<file path="config.mk">
export PLATFORM = sky130hd
export DESIGN_NAME = poly1305_feeder
export DESIGN_NICKNAME = d
export VERILOG_FILES = /design/src/rtl/poly1305_feeder.sv
export SDC_FILE = /design/constraint.sdc
export NUM_CORES = 1
export LEC_CHECK = 0
export CORE_AREA = 8 8 360 362
export DETAILED_ROUTE_END_ITERATION = 10
export DIE_AREA = 0 0 368 370
export PLACE_DENSITY = 0.42
export SLEW_MARGIN = 40
export SYNTH_ARGS = -nofsm -noshare
export SYNTH_HDL_FRONTEND = slang
export SYNTH_SLANG_ARGS = --single-unit
export TNS_END_PERCENT = 100
</file>
<file path="constraint.sdc">
create_clock -name clk -period 3.3 [get_ports clk]
set_clock_uncertainty 0.2 [all_clocks]
set_input_delay 0.66 -clock clk [delete_from_list [all_inputs] [get_ports clk]]
set_output_delay 0.66 -clock clk [all_outputs]
set_load 0.02 [all_outputs]
</file>
<file path="src/rtl/poly1305_feeder.sv">
// Host-side driver for a poly1305 core: packs a byte stream into padded little-endian
// 128-bit blocks, sequences them with ld/first/fb against rdy, and captures the tag.
module poly1305_feeder #(
    parameter int LEN_W = 16
) (
    input  logic             clk,
    input  logic             reset,
    input  logic             start,
    input  logic [255:0]     key,
    input  logic [7:0]       din,
    input  logic             din_valid,
    input  logic             din_last,
    output logic             din_ready,
    output logic [127:0]     r,
    output logic [127:0]     s,
    output logic [127:0]     m,
    output logic             fb,
    output logic             ld,
    output logic             first,
    input  logic             rdy,
    input  logic [127:0]     p,
    output logic [127:0]     tag,
    output logic             tag_valid,
    input  logic             tag_ready,
    output logic             busy,
    output logic [LEN_W-1:0] msg_len
);

    localparam logic [2:0] S_IDLE    = 3'd0;
    localparam logic [2:0] S_COLLECT = 3'd1;
    localparam logic [2:0] S_ISSUE   = 3'd2;
    localparam logic [2:0] S_WAIT    = 3'd3;
    localparam logic [2:0] S_TAG     = 3'd4;

    logic [2:0]       state_q, state_d;
    logic [127:0]     r_q, r_d, s_q, s_d, m_q, m_d, tag_q, tag_d;
    logic [4:0]       cnt_q, cnt_d;
    logic [LEN_W-1:0] len_q, len_d;
    logic             fp_q, fp_d;
    logic             first_q, first_d;
    logic             fb_q, fb_d;
    logic             last_q, last_d;
    logic             armed_q, armed_d;
    logic             tv_q, tv_d;

    always_comb begin
        state_d = state_q;
        r_d     = r_q;
        s_d     = s_q;
        m_d     = m_q;
        tag_d   = tag_q;
        cnt_d   = cnt_q;
        len_d   = len_q;
        fp_d    = fp_q;
        first_d = first_q;
        fb_d    = fb_q;
        last_d  = last_q;
        armed_d = armed_q;
        tv_d    = tv_q;
        case (state_q)
            S_IDLE: begin
                if (start) begin
                    r_d     = key[127:0];
                    s_d     = key[255:128];
                    m_d     = '0;
                    cnt_d   = '0;
                    len_d   = '0;
                    fp_d    = 1'b1;
                    last_d  = 1'b0;
                    state_d = S_COLLECT;
                end
            end
            S_COLLECT: begin
                if (din_valid) begin
                    // Data byte lands at slot c; a final short block also gets 0x01 at slot c+1.
                    for (int i = 0; i < 16; i++) begin
                        if (5'(i) == cnt_q) begin
                            m_d[8*i +: 8] = din;
                        end else if (din_last && (5'(i) == cnt_q + 5'd1)) begin
                            m_d[8*i +: 8] = 8'h01;
                        end
                    end
                    cnt_d = cnt_q + 5'd1;
                    if (len_q != {LEN_W{1'b1}}) begin
                        len_d = len_q + {{(LEN_W-1){1'b0}}, 1'b1};
                    end
                    if (din_last || (cnt_q == 5'd15)) begin
                        last_d  = din_last;
                        first_d = fp_q;
                        fb_d    = (cnt_q == 5'd15);
                        state_d = S_ISSUE;
                    end
                end
            end
            S_ISSUE: begin
                if (rdy) begin
                    fp_d    = 1'b0;
                    armed_d = 1'b0;
                    state_d = S_WAIT;
                end
            end
            S_WAIT: begin
                // rdy is ignored on the first WAIT cycle while the core reacts to ld.
                if (!armed_q) begin
                    armed_d = 1'b1;
                end else if (rdy) begin
                    first_d = 1'b0;
                    if (last_q) begin
                        tag_d   = p;
                        tv_d    = 1'b1;
                        state_d = S_TAG;
                    end else begin
                        m_d     = '0;
                        cnt_d   = '0;
                        state_d = S_COLLECT;
                    end
                end
            end
            S_TAG: begin
                if (tag_ready) begin
                    tv_d    = 1'b0;
                    state_d = S_IDLE;
                end
            end
            default: state_d = S_IDLE;
        endcase
    end

    always_ff @(posedge clk or negedge reset) begin
        if (!reset) begin
            state_q <= S_IDLE;
            r_q     <= '0;
            s_q     <= '0;
            m_q     <= '0;
            tag_q   <= '0;
            cnt_q   <= '0;
            len_q   <= '0;
            fp_q    <= 1'b0;
            first_q <= 1'b0;
            fb_q    <= 1'b0;
            last_q  <= 1'b0;
            armed_q <= 1'b0;
            tv_q    <= 1'b0;
        end else begin
            state_q <= state_d;
            r_q     <= r_d;
            s_q     <= s_d;
            m_q     <= m_d;
            tag_q   <= tag_d;
            cnt_q   <= cnt_d;
            len_q   <= len_d;
            fp_q    <= fp_d;
            first_q <= first_d;
            fb_q    <= fb_d;
            last_q  <= last_d;
            armed_q <= armed_d;
            tv_q    <= tv_d;
        end
    end

    assign din_ready = (state_q == S_COLLECT);
    assign ld        = (state_q == S_ISSUE) && rdy;
    assign busy      = (state_q != S_IDLE);
    assign r         = r_q;
    assign s         = s_q;
    assign m         = m_q;
    assign fb        = fb_q;
    assign first     = first_q;
    assign tag       = tag_q;
    assign tag_valid = tv_q;
    assign msg_len   = len_q;

endmodule

</file>
==> results.txt <==
vias - 18100
HPWL Detailed - 81400 um
CP Capture Type - primary output
fin worst setup slack - 0.300 ns
VDD IR max - 0.437 mV
Die ar. - 136000 um^2
GR Overflow Total - 0
largest net degree at the start of global routing - 94
Lkg Pwr - 15.5 nW
Setup TNS - 0 ns
DR WL/cell - 22.5 um
Worst Path Max Fanout - 12
Worst Tran Pin Value - 0.699 ns
number of clock sinks - 542
Post-DRT Antenna Nets - 0
DRC violations left - 0
critical path type - reg2out
Pwr Total - 33.5 mW
RSZ-0062 raised after global routing - false
Post-synth EDFFs - 0
dpl ws - 0.409 ns
final net count - 3329
CP arrival - 2.14 ns
Finished Layout Cells - 4635
via/cell ratio - 3.90
final hold viol count - 0
CTS H-tree lvls - 3
antenna violations before repair - 18
worst r2r path cells - 8
commonest non-fill, non-tap cell in the layout - clkdlybuf4s50_1
PwrDens - 947 nW/um^2
Routed WL - 104000 um
number of I/O port buffers - 932
CTS Buf Count - 72
Die Wd - 368 um
io pins - 933
CTS tree - done
Worst Hold Path Cells - 2
most frequent cells in the layout - clkdlybuf4s50_1 (928), nand2_1 (810), dfrtp_1 (542)
fillcell total - 13000
MaxCap Viol Count - 0
Pins Over Slew Limit - 0
FP Rows - 130
Slew headroom - 0.534
top_reg_cell synth - dfrtp_1
distinct cell type count after synthesis - 64
status - completed
Syn. warnings - 0
final instance area - 35300 um^2
# setup viols final - 0
Initial Util - 0.171
first-pass GRT wire length - 147000 um
Mapped Nets - 2358
number of synthesized register bits - 542
number of global-route vias before repair - 18800
fmax - 0.333 GHz
worst skew pair latency - 0.64 ns
core area - 124000 um^2
share of layout cells above drive strength 1 - 0.117
Gate Count Post-Synth - 1952
Clk pin slew, worst setup/hold paths - 0.06 ns
startpoint types - flip-flop
DR iter-0 viols - 1086
Crit path required time - 2.44 ns
Root Driver - clkbuf_16
DP Area - 32900 um^2
Area growth syn-to-layout - 66.6%
minimum clock period - 3.00 ns
Placed Cells - 4498
HP Class - reg2reg
Final period util - 0.909
deepest clock path buffer count - 3
register area share after synthesis - 0.640
RD Place Congestion - 0.779
Avg Synthesized Cell Area - 10.9 um^2
drt pass-1 iters - 5
GRT Overall Usage - 0.146
Chip Height - 370 um
Post-synth ARST share - 1.00
Synth Cell Area - 21200 um^2
synthesized netlist by cell type (3+ instances only):
master	n	area [um^2]
or3_1	3	18.8
xnor2_1	11	96.3
o21ai_1	8	40.0
buf_4	4	30.0
mux2_2	128	1440
a21boi_0	3	22.5
a31oi_1	3	18.8
inv_1	8	30.0
buf_2	51	255
nor2_1	31	116
buf_1	7	26.3
nand3_1	13	65.1
o21a_1	4	30.0
o2bb2ai_1	112	981
o21ai_2	14	123
o31ai_1	4	30.0
and3_1	8	50.1
nand4bb_1	4	45.0
clkbuf_1	39	146
o21ai_0	26	130
nor3_1	12	60.1
dfrtp_1	542	13600
nor2b_1	8	50.1
and2_1	5	31.3
o22ai_1	3	18.8
a21oi_1	34	170
ha_1	7	87.6
nand2_1	810	3040
buf_6	4	45.0
nand3b_1	4	30.0
state kept, by name, indices dropped and copies added (netlist names):
| name | count |
|---|---|
| msg_len | 16 |
| s | 128 |
| m | 128 |
| cnt_q | 5 |
| fb | 1 |
| r | 128 |
| fp_q | 1 |
| tag | 128 |
| tag_valid | 1 |
| armed_q | 1 |
| first | 1 |
| last_q | 1 |
| state_q | 3 |
final cells by class:
cell class,count,area [um^2],share of cell area
Antenna cell,6,15.0,0.000425
Clock buffer,103,2100,0.0594
Clock inverter,27,305,0.00864
Inverter,9,33.8,0.000956
Multi-Input combinational cell,1295,7120,0.202
Sequential cell,542,13600,0.384
Tap cell,1650,2060,0.0584
Timing Repair Buffer,1003,10100,0.287
stage by stage:
stage,util,hold slack (ns)
CTS,0.284,0.271
floorplan,-,0.164
finish,0.284,0.270
global route,0.284,0.292
detailed placement,0.265,0.261
global placement,0.265,0.257
critical path: stages, from the launching register on:
cell and delay, ns:
dfrtp_1 0.52, or3_1 0.58, dlygate4sd2_1 0.40
timing repair:
item / CTS / global route
hold endpoints to repair: 25 / 0
setup buffers: 0 / 0
gates resized for setup: 2 / 0
setup endpoints to repair: 2 / 0
hold buffers: 1 / 0
power by group:
part           leakage, nW  internal [mW]  switching, mW
Clock                 1.17           4.64           3.25
Combinational         7.39           6.51           8.51
Sequential            6.95           9.15           1.41
logic make-up after synthesis:
group                    count (synthesis)  share of synthesized area
flip-flops                             542                      0.640
adder cells (fa/ha/maj)                  7                    0.00413
AO/OA/AOI/OAI                          230                     0.0830
AND/OR/NAND/NOR                        915                      0.173
buffers and inverters                  115                     0.0255
multiplexers                           132                     0.0701
XOR/XNOR                                11                    0.00454
final timing paths:
check                                 from      end  slack, ns
min in group asynchronous            reset     m[3]       0.31
worst max-delay path            state_q[1]     busy       0.30
worst min-delay path                 s[91]    s[91]       0.27
worst min register to register       s[91]    s[91]       0.27
worst max register to register    cnt_q[1]    m[39]       0.42
max in group asynchronous            reset  tag[94]       1.62
routing by layer:
| layer | track usage | wire [um] | vias to the layer above | part of all wire |
|---|---|---|---|---|
| met5 | 0 | 89 | - | 0.00085 |
| met4 | 0.0269 | 1510 | 14 | 0.014 |
| met3 | 0.0695 | 10800 | 103 | 0.10 |
| met2 | 0.245 | 50500 | 671 | 0.48 |
| met1 | 0.170 | 41300 | 8833 | 0.40 |
| li1 | - | - | 8441 | - |
No activity file was read; power rests on OpenSTA's default activity.
